<file path="config.mk">
export PLATFORM = sky130hd
export DESIGN_NAME = clken_rst_seq_flat
export DESIGN_NICKNAME = d
export VERILOG_FILES = /design/src/rtl/clken_rst_seq_pkg.sv /design/src/rtl/clken_rst_seq_if.sv /design/src/rtl/clken_rst_seq_chan.sv /design/src/rtl/clken_rst_seq.sv /design/src/flat_wrapper.sv
export SDC_FILE = /design/constraint.sdc
export NUM_CORES = 1
export LEC_CHECK = 0
export BUFFER_PORTS_ARGS = -buffer_cell sky130_fd_sc_hd__buf_2
export CAP_MARGIN = 20
export CORE_MARGIN = 2
export CORE_UTILIZATION = 55
export DETAILED_ROUTE_END_ITERATION = 12
export PLACE_DENSITY = 0.73
export SLEW_MARGIN = 20
export SYNTH_ARGS = -nofsm -noshare
export SYNTH_HDL_FRONTEND = slang
export SYNTH_HIERARCHICAL = 1
export SYNTH_SLANG_ARGS = --single-unit
</file>
<file path="constraint.sdc">
create_clock -name clk -period 4.7 [get_ports clk]
set_input_delay 0.94 -clock clk [delete_from_list [all_inputs] [get_ports clk]]
set_output_delay 0.94 -clock clk [all_outputs]
set_load 0.05 [all_outputs]
</file>
<file path="src/rtl/clken_rst_seq_pkg.sv">
// Shared types and helpers for the clock-enable / reset sequencer.
package clken_rst_seq_pkg;

    // Sequencer state encoding, also exported on seq_state.
    typedef enum logic [1:0] {
        WAIT_LOCK = 2'd0,
        HOLD      = 2'd1,
        PERIPH    = 2'd2,
        RUN       = 2'd3
    } seq_state_t;

    localparam int HOLD_CYCLES_DEF = 64;
    localparam int CPU_DELAY_DEF   = 16;

    // The sequence counter only ever holds a load value of (max - 1),
    // so clog2(max) bits suffice; never narrower than one bit.
    function automatic int seq_cnt_width(input int hold, input int delay);
        int m;
        m = (hold > delay) ? hold : delay;
        return ($clog2(m) < 1) ? 1 : $clog2(m);
    endfunction

    localparam int SEQ_CNT_W = seq_cnt_width(HOLD_CYCLES_DEF, CPU_DELAY_DEF);

endpackage

</file>
<file path="src/rtl/clken_rst_seq_if.sv">
// Board-side bundle: async status inputs, divide ratios, enables and resets.
interface clken_rst_seq_if #(
    parameter int NUM_CH = 4,
    parameter int CNT_W  = 4
);
    logic                    pll_locked;
    logic                    ext_reset_n;
    logic [NUM_CH*CNT_W-1:0] div_val;
    logic [NUM_CH-1:0]       clk_en;
    logic [NUM_CH-1:0]       clk_div;
    logic                    rst_periph_n;
    logic                    rst_cpu_n;
    logic [1:0]              seq_state;

    modport master (
        output pll_locked, ext_reset_n, div_val,
        input  clk_en, clk_div, rst_periph_n, rst_cpu_n, seq_state
    );

    modport slave (
        input  pll_locked, ext_reset_n, div_val,
        output clk_en, clk_div, rst_periph_n, rst_cpu_n, seq_state
    );
endinterface

</file>
<file path="src/rtl/clken_rst_seq_chan.sv">
// One divider channel: counter, latched ratio, enable pulse and square wave.
module clken_chan #(
    parameter int CNT_W = 4
) (
    input  logic             clk,
    input  logic             rst,
    input  logic             start,   // next cycle is the first PERIPH cycle
    input  logic             active,  // next cycle stays in PERIPH/RUN
    input  logic [CNT_W-1:0] div,
    output logic             clk_en,
    output logic             clk_div
);
    logic [CNT_W-1:0] cnt, d_lat;
    logic [CNT_W-1:0] nxt_cnt, nxt_d;
    logic [CNT_W:0]   half;
    logic             run;

    // Next counter/ratio; the ratio is only re-sampled at start and at wrap.
    always_comb begin
        nxt_cnt = '0;
        nxt_d   = '0;
        run     = 1'b0;
        if (start) begin
            nxt_d = div;
            run   = 1'b1;
        end else if (active) begin
            run = 1'b1;
            if (cnt == d_lat) begin
                nxt_d = div;
            end else begin
                nxt_cnt = cnt + 1'b1;
                nxt_d   = d_lat;
            end
        end
        // Extra bit so that d = all ones does not overflow (d+1).
        half = ({1'b0, nxt_d} + {{CNT_W{1'b0}}, 1'b1}) >> 1;
    end

    // Outputs are registered alongside the counter value they describe.
    always_ff @(posedge clk or posedge rst) begin
        if (rst) begin
            cnt     <= '0;
            d_lat   <= '0;
            clk_en  <= 1'b0;
            clk_div <= 1'b0;
        end else begin
            cnt     <= nxt_cnt;
            d_lat   <= nxt_d;
            clk_en  <= run && (nxt_cnt == '0);
            clk_div <= run && ({1'b0, nxt_cnt} >= half);
        end
    end
endmodule

</file>
<file path="src/rtl/clken_rst_seq.sv">
// Power-up reset sequencer with per-channel clock-enable dividers.
module clken_rst_seq
    import clken_rst_seq_pkg::*;
#(
    parameter int NUM_CH      = 4,
    parameter int CNT_W       = 4,
    parameter int SYNC_STAGES = 2,
    parameter int HOLD_CYCLES = HOLD_CYCLES_DEF,
    parameter int CPU_DELAY   = CPU_DELAY_DEF
) (
    input  logic                clk,
    input  logic                rst,
    clken_rst_seq_if.slave      bus
);
    localparam int SCW = seq_cnt_width(HOLD_CYCLES, CPU_DELAY);
    localparam logic [SCW-1:0] HOLD_LOAD = SCW'(HOLD_CYCLES - 1);
    localparam logic [SCW-1:0] CPU_LOAD  = SCW'(CPU_DELAY - 1);

    logic [SYNC_STAGES-1:0] lock_sync, ext_sync;
    logic                   good;
    seq_state_t             state;
    logic [SCW-1:0]         seq_cnt;
    logic                   periph_n, cpu_n;
    logic                   chan_start, chan_active;
    logic [NUM_CH-1:0]      en_vec, div_vec;

    // Bring both asynchronous status inputs into the clock domain.
    always_ff @(posedge clk or posedge rst) begin
        if (rst) begin
            lock_sync <= '0;
            ext_sync  <= '0;
        end else begin
            lock_sync <= {lock_sync[SYNC_STAGES-2:0], bus.pll_locked};
            ext_sync  <= {ext_sync[SYNC_STAGES-2:0], bus.ext_reset_n};
        end
    end

    assign good = lock_sync[SYNC_STAGES-1] & ext_sync[SYNC_STAGES-1];

    // Reset sequencer; losing good overrides any counter expiry.
    always_ff @(posedge clk or posedge rst) begin
        if (rst) begin
            state    <= WAIT_LOCK;
            seq_cnt  <= '0;
            periph_n <= 1'b0;
            cpu_n    <= 1'b0;
        end else if (!good) begin
            state    <= WAIT_LOCK;
            seq_cnt  <= '0;
            periph_n <= 1'b0;
            cpu_n    <= 1'b0;
        end else begin
            case (state)
                WAIT_LOCK: begin
                    state   <= HOLD;
                    seq_cnt <= HOLD_LOAD;
                end
                HOLD: begin
                    if (seq_cnt == '0) begin
                        state    <= PERIPH;
                        periph_n <= 1'b1;
                        seq_cnt  <= CPU_LOAD;
                    end else begin
                        seq_cnt <= seq_cnt - 1'b1;
                    end
                end
                PERIPH: begin
                    if (seq_cnt == '0) begin
                        state <= RUN;
                        cpu_n <= 1'b1;
                    end else begin
                        seq_cnt <= seq_cnt - 1'b1;
                    end
                end
                default: ;
            endcase
        end
    end

    // Channels look one cycle ahead so their outputs line up with the state.
    assign chan_start  = good && (state == HOLD) && (seq_cnt == '0);
    assign chan_active = good && ((state == PERIPH) || (state == RUN));

    for (genvar i = 0; i < NUM_CH; i++) begin : g_chan
        clken_chan #(.CNT_W(CNT_W)) u_chan (
            .clk     (clk),
            .rst     (rst),
            .start   (chan_start),
            .active  (chan_active),
            .div     (bus.div_val[i*CNT_W +: CNT_W]),
            .clk_en  (en_vec[i]),
            .clk_div (div_vec[i])
        );
    end

    assign bus.clk_en       = en_vec;
    assign bus.clk_div      = div_vec;
    assign bus.rst_periph_n = periph_n;
    assign bus.rst_cpu_n    = cpu_n;
    assign bus.seq_state    = state;
endmodule

</file>
<file path="src/flat_wrapper.sv">
// flat-port wrapper written by rule: the top's interface ports become plain ports
module clken_rst_seq_flat import clken_rst_seq_pkg::*;
#(
    parameter int NUM_CH      = 4,
    parameter int CNT_W       = 4,
    parameter int SYNC_STAGES = 2,
    parameter int HOLD_CYCLES = HOLD_CYCLES_DEF,
    parameter int CPU_DELAY   = CPU_DELAY_DEF
)
  (clk, rst, bus_pll_locked, bus_ext_reset_n, bus_div_val, bus_clk_en, bus_clk_div, bus_rst_periph_n, bus_rst_cpu_n, bus_seq_state);
  clken_rst_seq_if #(.NUM_CH(NUM_CH), .CNT_W(CNT_W)) bus_i ();
  input  logic clk;
  input  logic rst;
  input wire logic [$bits(bus_i.pll_locked)-1:0] bus_pll_locked;
  input wire logic [$bits(bus_i.ext_reset_n)-1:0] bus_ext_reset_n;
  input wire logic [$bits(bus_i.div_val)-1:0] bus_div_val;
  output wire logic [$bits(bus_i.clk_en)-1:0] bus_clk_en;
  output wire logic [$bits(bus_i.clk_div)-1:0] bus_clk_div;
  output wire logic [$bits(bus_i.rst_periph_n)-1:0] bus_rst_periph_n;
  output wire logic [$bits(bus_i.rst_cpu_n)-1:0] bus_rst_cpu_n;
  output wire logic [$bits(bus_i.seq_state)-1:0] bus_seq_state;
  assign bus_i.pll_locked = bus_pll_locked;
  assign bus_i.ext_reset_n = bus_ext_reset_n;
  assign bus_i.div_val = bus_div_val;
  assign bus_clk_en = bus_i.clk_en;
  assign bus_clk_div = bus_i.clk_div;
  assign bus_rst_periph_n = bus_i.rst_periph_n;
  assign bus_rst_cpu_n = bus_i.rst_cpu_n;
  assign bus_seq_state = bus_i.seq_state;
  clken_rst_seq #(.NUM_CH(NUM_CH), .CNT_W(CNT_W), .SYNC_STAGES(SYNC_STAGES), .HOLD_CYCLES(HOLD_CYCLES), .CPU_DELAY(CPU_DELAY)) u_core (.clk(clk), .rst(rst), .bus(bus_i));
endmodule
</file>
==> results.tsv <==
metric	value	unit
reg-to-reg slack, setup	1.28	ns
delay-heaviest family, CP	compound AO/OA/AOI/OAI gates	
num ports	32	
largest family of logic cells by synthesized area	simple AND/OR/NAND/NOR gates	
syn nets	345	
Worst Hold Slack	0.371	ns
most frequent cells in the layout	dfrtp_1 (54), buf_2 (31), ha_1 (30)	
Clk Latency, worst-skew pair	0.31	ns
Setup Skew	0.00790	ns
die width	80.2	um
CP Class	reg -> reg	
worst slew pin tran	0.530	ns
Tmin final	3.42	ns
number of H-tree levels	2	
register area share after synthesis	42.4	%
TritonCTS clock tree	done	
number of synthesis warnings	6	
CP arrival	3.63	ns
DPL Wire Length	4.70	mm
Die Ht	80.2	um
FP Rows	27	
status	finished clean	
multi-input gate area in the final layout	1760	um^2
Compound-Gate Fraction of Synth Area	16.4	%
starting density of the core	57.6	%
Synth top area share	42.4	%
xor and xnor fraction of the mapped netlist area	10.2	%
drt drc	0	
CP peak stage delay	0.44	ns
leak pwr	1.69	nW
RSZ-0062 raised after global routing	no	
remaining global-route overflow	0	
syn_area_per_cell	10.8	um^2
startpoint types	flip-flop	
Syn-to-layout area delta	11.5	%
pin count of the biggest net entering global routing	17	
Reg area	1350	um^2
most used cell, CP	ha_1	
Post-synth EDFFs	0	
main flop type after synthesis	dfrtp_1	
Tcrit/Tclk final	72.8	%
post-synthesis simple-gate area fraction	16.7	%
Post-Route WL	5.92	mm
Final Hold Fails	0	
max-slew violation total from the final report	0	
antenna diode count	0	
Setup violations, final	0	
Yosys top cell by area	dfrtp_1	
vias	2213	
vias in the first global route	2224	
Setup TNS Final	0	ns
fillers	474	
Die ar.	6430	um^2
core area	5540	um^2
CP endpoint kind	flip-flop	
first-pass GRT wire length	10.3	mm
CTS root buf	clkbuf_8	
Longest Clk Path Bufs	2	
Yosys cell types	37	
worst vdd ir	0.000190	V
Post-Syn Instances	295	
initial drt markers	73	
CTS Sinks	54	
Routed Antenna Nets	0	
GPL Wtd Cong	0.818	
initial antenna violation count	0	
share of layout cells above drive strength 1	20.1	%
PD cells	267	nW/um^2
# nets final	384	
Post-CTS Resized	0	
DRT Pass-1 Iters	4	
Critical Path Fanout Max	16	
critical-path cell list	inv_1 > ha_1 > nor3b_4 > nand3_1 > nor2_1 > buf_4 > o21bai_1 > a22o_2 > ha_1 > ha_1 > nand2b_1 > a21o_1 > a21o_1 > a21oi_1 > nor2_1	
# port buffers	31	
CP required	4.90	ns
mux share of post-synthesis cell area	0	%
Worst path slowest cell	dfrtp_1	
clk slew on worst S/H paths	0.09	ns
f_max	292	MHz
Wirelength per Cell	14.6	um
via/cell ratio	5.45	
worst hold path class	reg -> reg	
Cell Area, Synth	3190	um^2
GRT Overall Usage	20.7	%
Adder-Cell Fraction of Synth Area	11.8	%
Critical path buffers and inverters	2	
total CTS buffers	5	
ys async rst share	100	%
largest cells by area after synthesis	dfrtp_1 (42%), ha_1 (12%), xnor2_1 (7.7%), a22o_2 (5.0%), a21o_1 (3.1%)	
Yosys reg bits	54	
total of max-cap violations	0	
most common cell after layout, fill and taps aside	dfrtp_1	
setup bufs post-CTS	0	
# hold bufs at CTS	0	
Relative slew margins	64.6	%
[cells in the mapped netlist (all sizes together), types with 2 or more instances]
library cell and number:
dfrtp 54, ha 30, xnor2 28, inv 21
a22o 18, nor2 16, and2 14, nand3 14
a21o 13, a21oi 9, xor2 9, nand2b 8
nand2 7, nor3 7, o21ai 7, a31oi 5
nor2b 5, nor3b 5, nand4 4, o211ai 4
o21bai 4, o22ai 2
[report_power, final]
group	switching, mW	leakage, nW	total (mW)	internal (mW)
Clock	0.146	0.0573	0.317	0.171
Combinational	0.0852	0.898	0.140	0.0548
Sequential	0.0147	0.738	0.494	0.479
[layout make-up]
cell class | count | share of cell area (%)
Multi-Input combinational cell | 219 | 49.3
Inverter | 21 | 2.22
Tap cell | 72 | 2.53
Sequential cell | 54 | 38.0
Clock buffer | 6 | 2.32
Timing Repair Buffer | 33 | 4.78
Clock inverter | 1 | 0.844
[state kept, by name (all words and copies together) (netlist names)]
signal	count
u_core/bus.rst_cpu_n	1
u_core/g_chan.u_chan/clk_div	4
u_core/g_chan.u_chan/d_lat	16
u_core/seq_cnt	6
u_core/g_chan.u_chan/clk_en	4
u_core/bus.seq_state	2
u_core/lock_sync	2
u_core/g_chan.u_chan/cnt	16
u_core/bus.rst_periph_n	1
u_core/ext_sync	2
[logic make-up after synthesis]
| kind of cell | Yosys count |
|---|---|
| adder cells (fa/ha/maj) | 30 |
| AND/OR/NAND/NOR | 83 |
| AO/OA/AOI/OAI | 69 |
| XOR/XNOR | 37 |
| buffers and inverters | 22 |
| flip-flops | 54 |
[worst paths after layout]
path,from,to,cells after the start
min,u_core/ext_sync[0],u_core/ext_sync[1],0
min reg2reg,u_core/ext_sync[0],u_core/ext_sync[1],0
min in group asynchronous,rst,u_core/g_chan[3].u_chan/clk_en,2
max reg2reg,u_core/seq_cnt[0],u_core/g_chan[3].u_chan/clk_div,15
max,u_core/seq_cnt[0],u_core/g_chan[3].u_chan/clk_div,15
max in group asynchronous,rst,u_core/lock_sync[0],2
[through the flow]
step                total power, mW  instances  setup WS, ns  utilization [%]  area (um^2)
detailed placement            0.644        399          1.31             62.2         3450
floorplan                     0.607        295          1.02                -         3190
finish                        0.950        406          1.28             64.2         3560
global route                  0.995        406         0.947             64.2         3560
global placement              0.642        399          1.40             62.2         3450
CTS                           0.961        406          1.29             64.2         3560
[routing by layer]
layer  up-vias  routed length, um  GRT usage, %
met5         -                  0             0
met4         0                 74          6.44
met3         7                121          3.48
met2        23               2790          33.8
met1      1064               2930          28.3
li1       1119                  -             -
(Power assumes the default switching activity.)
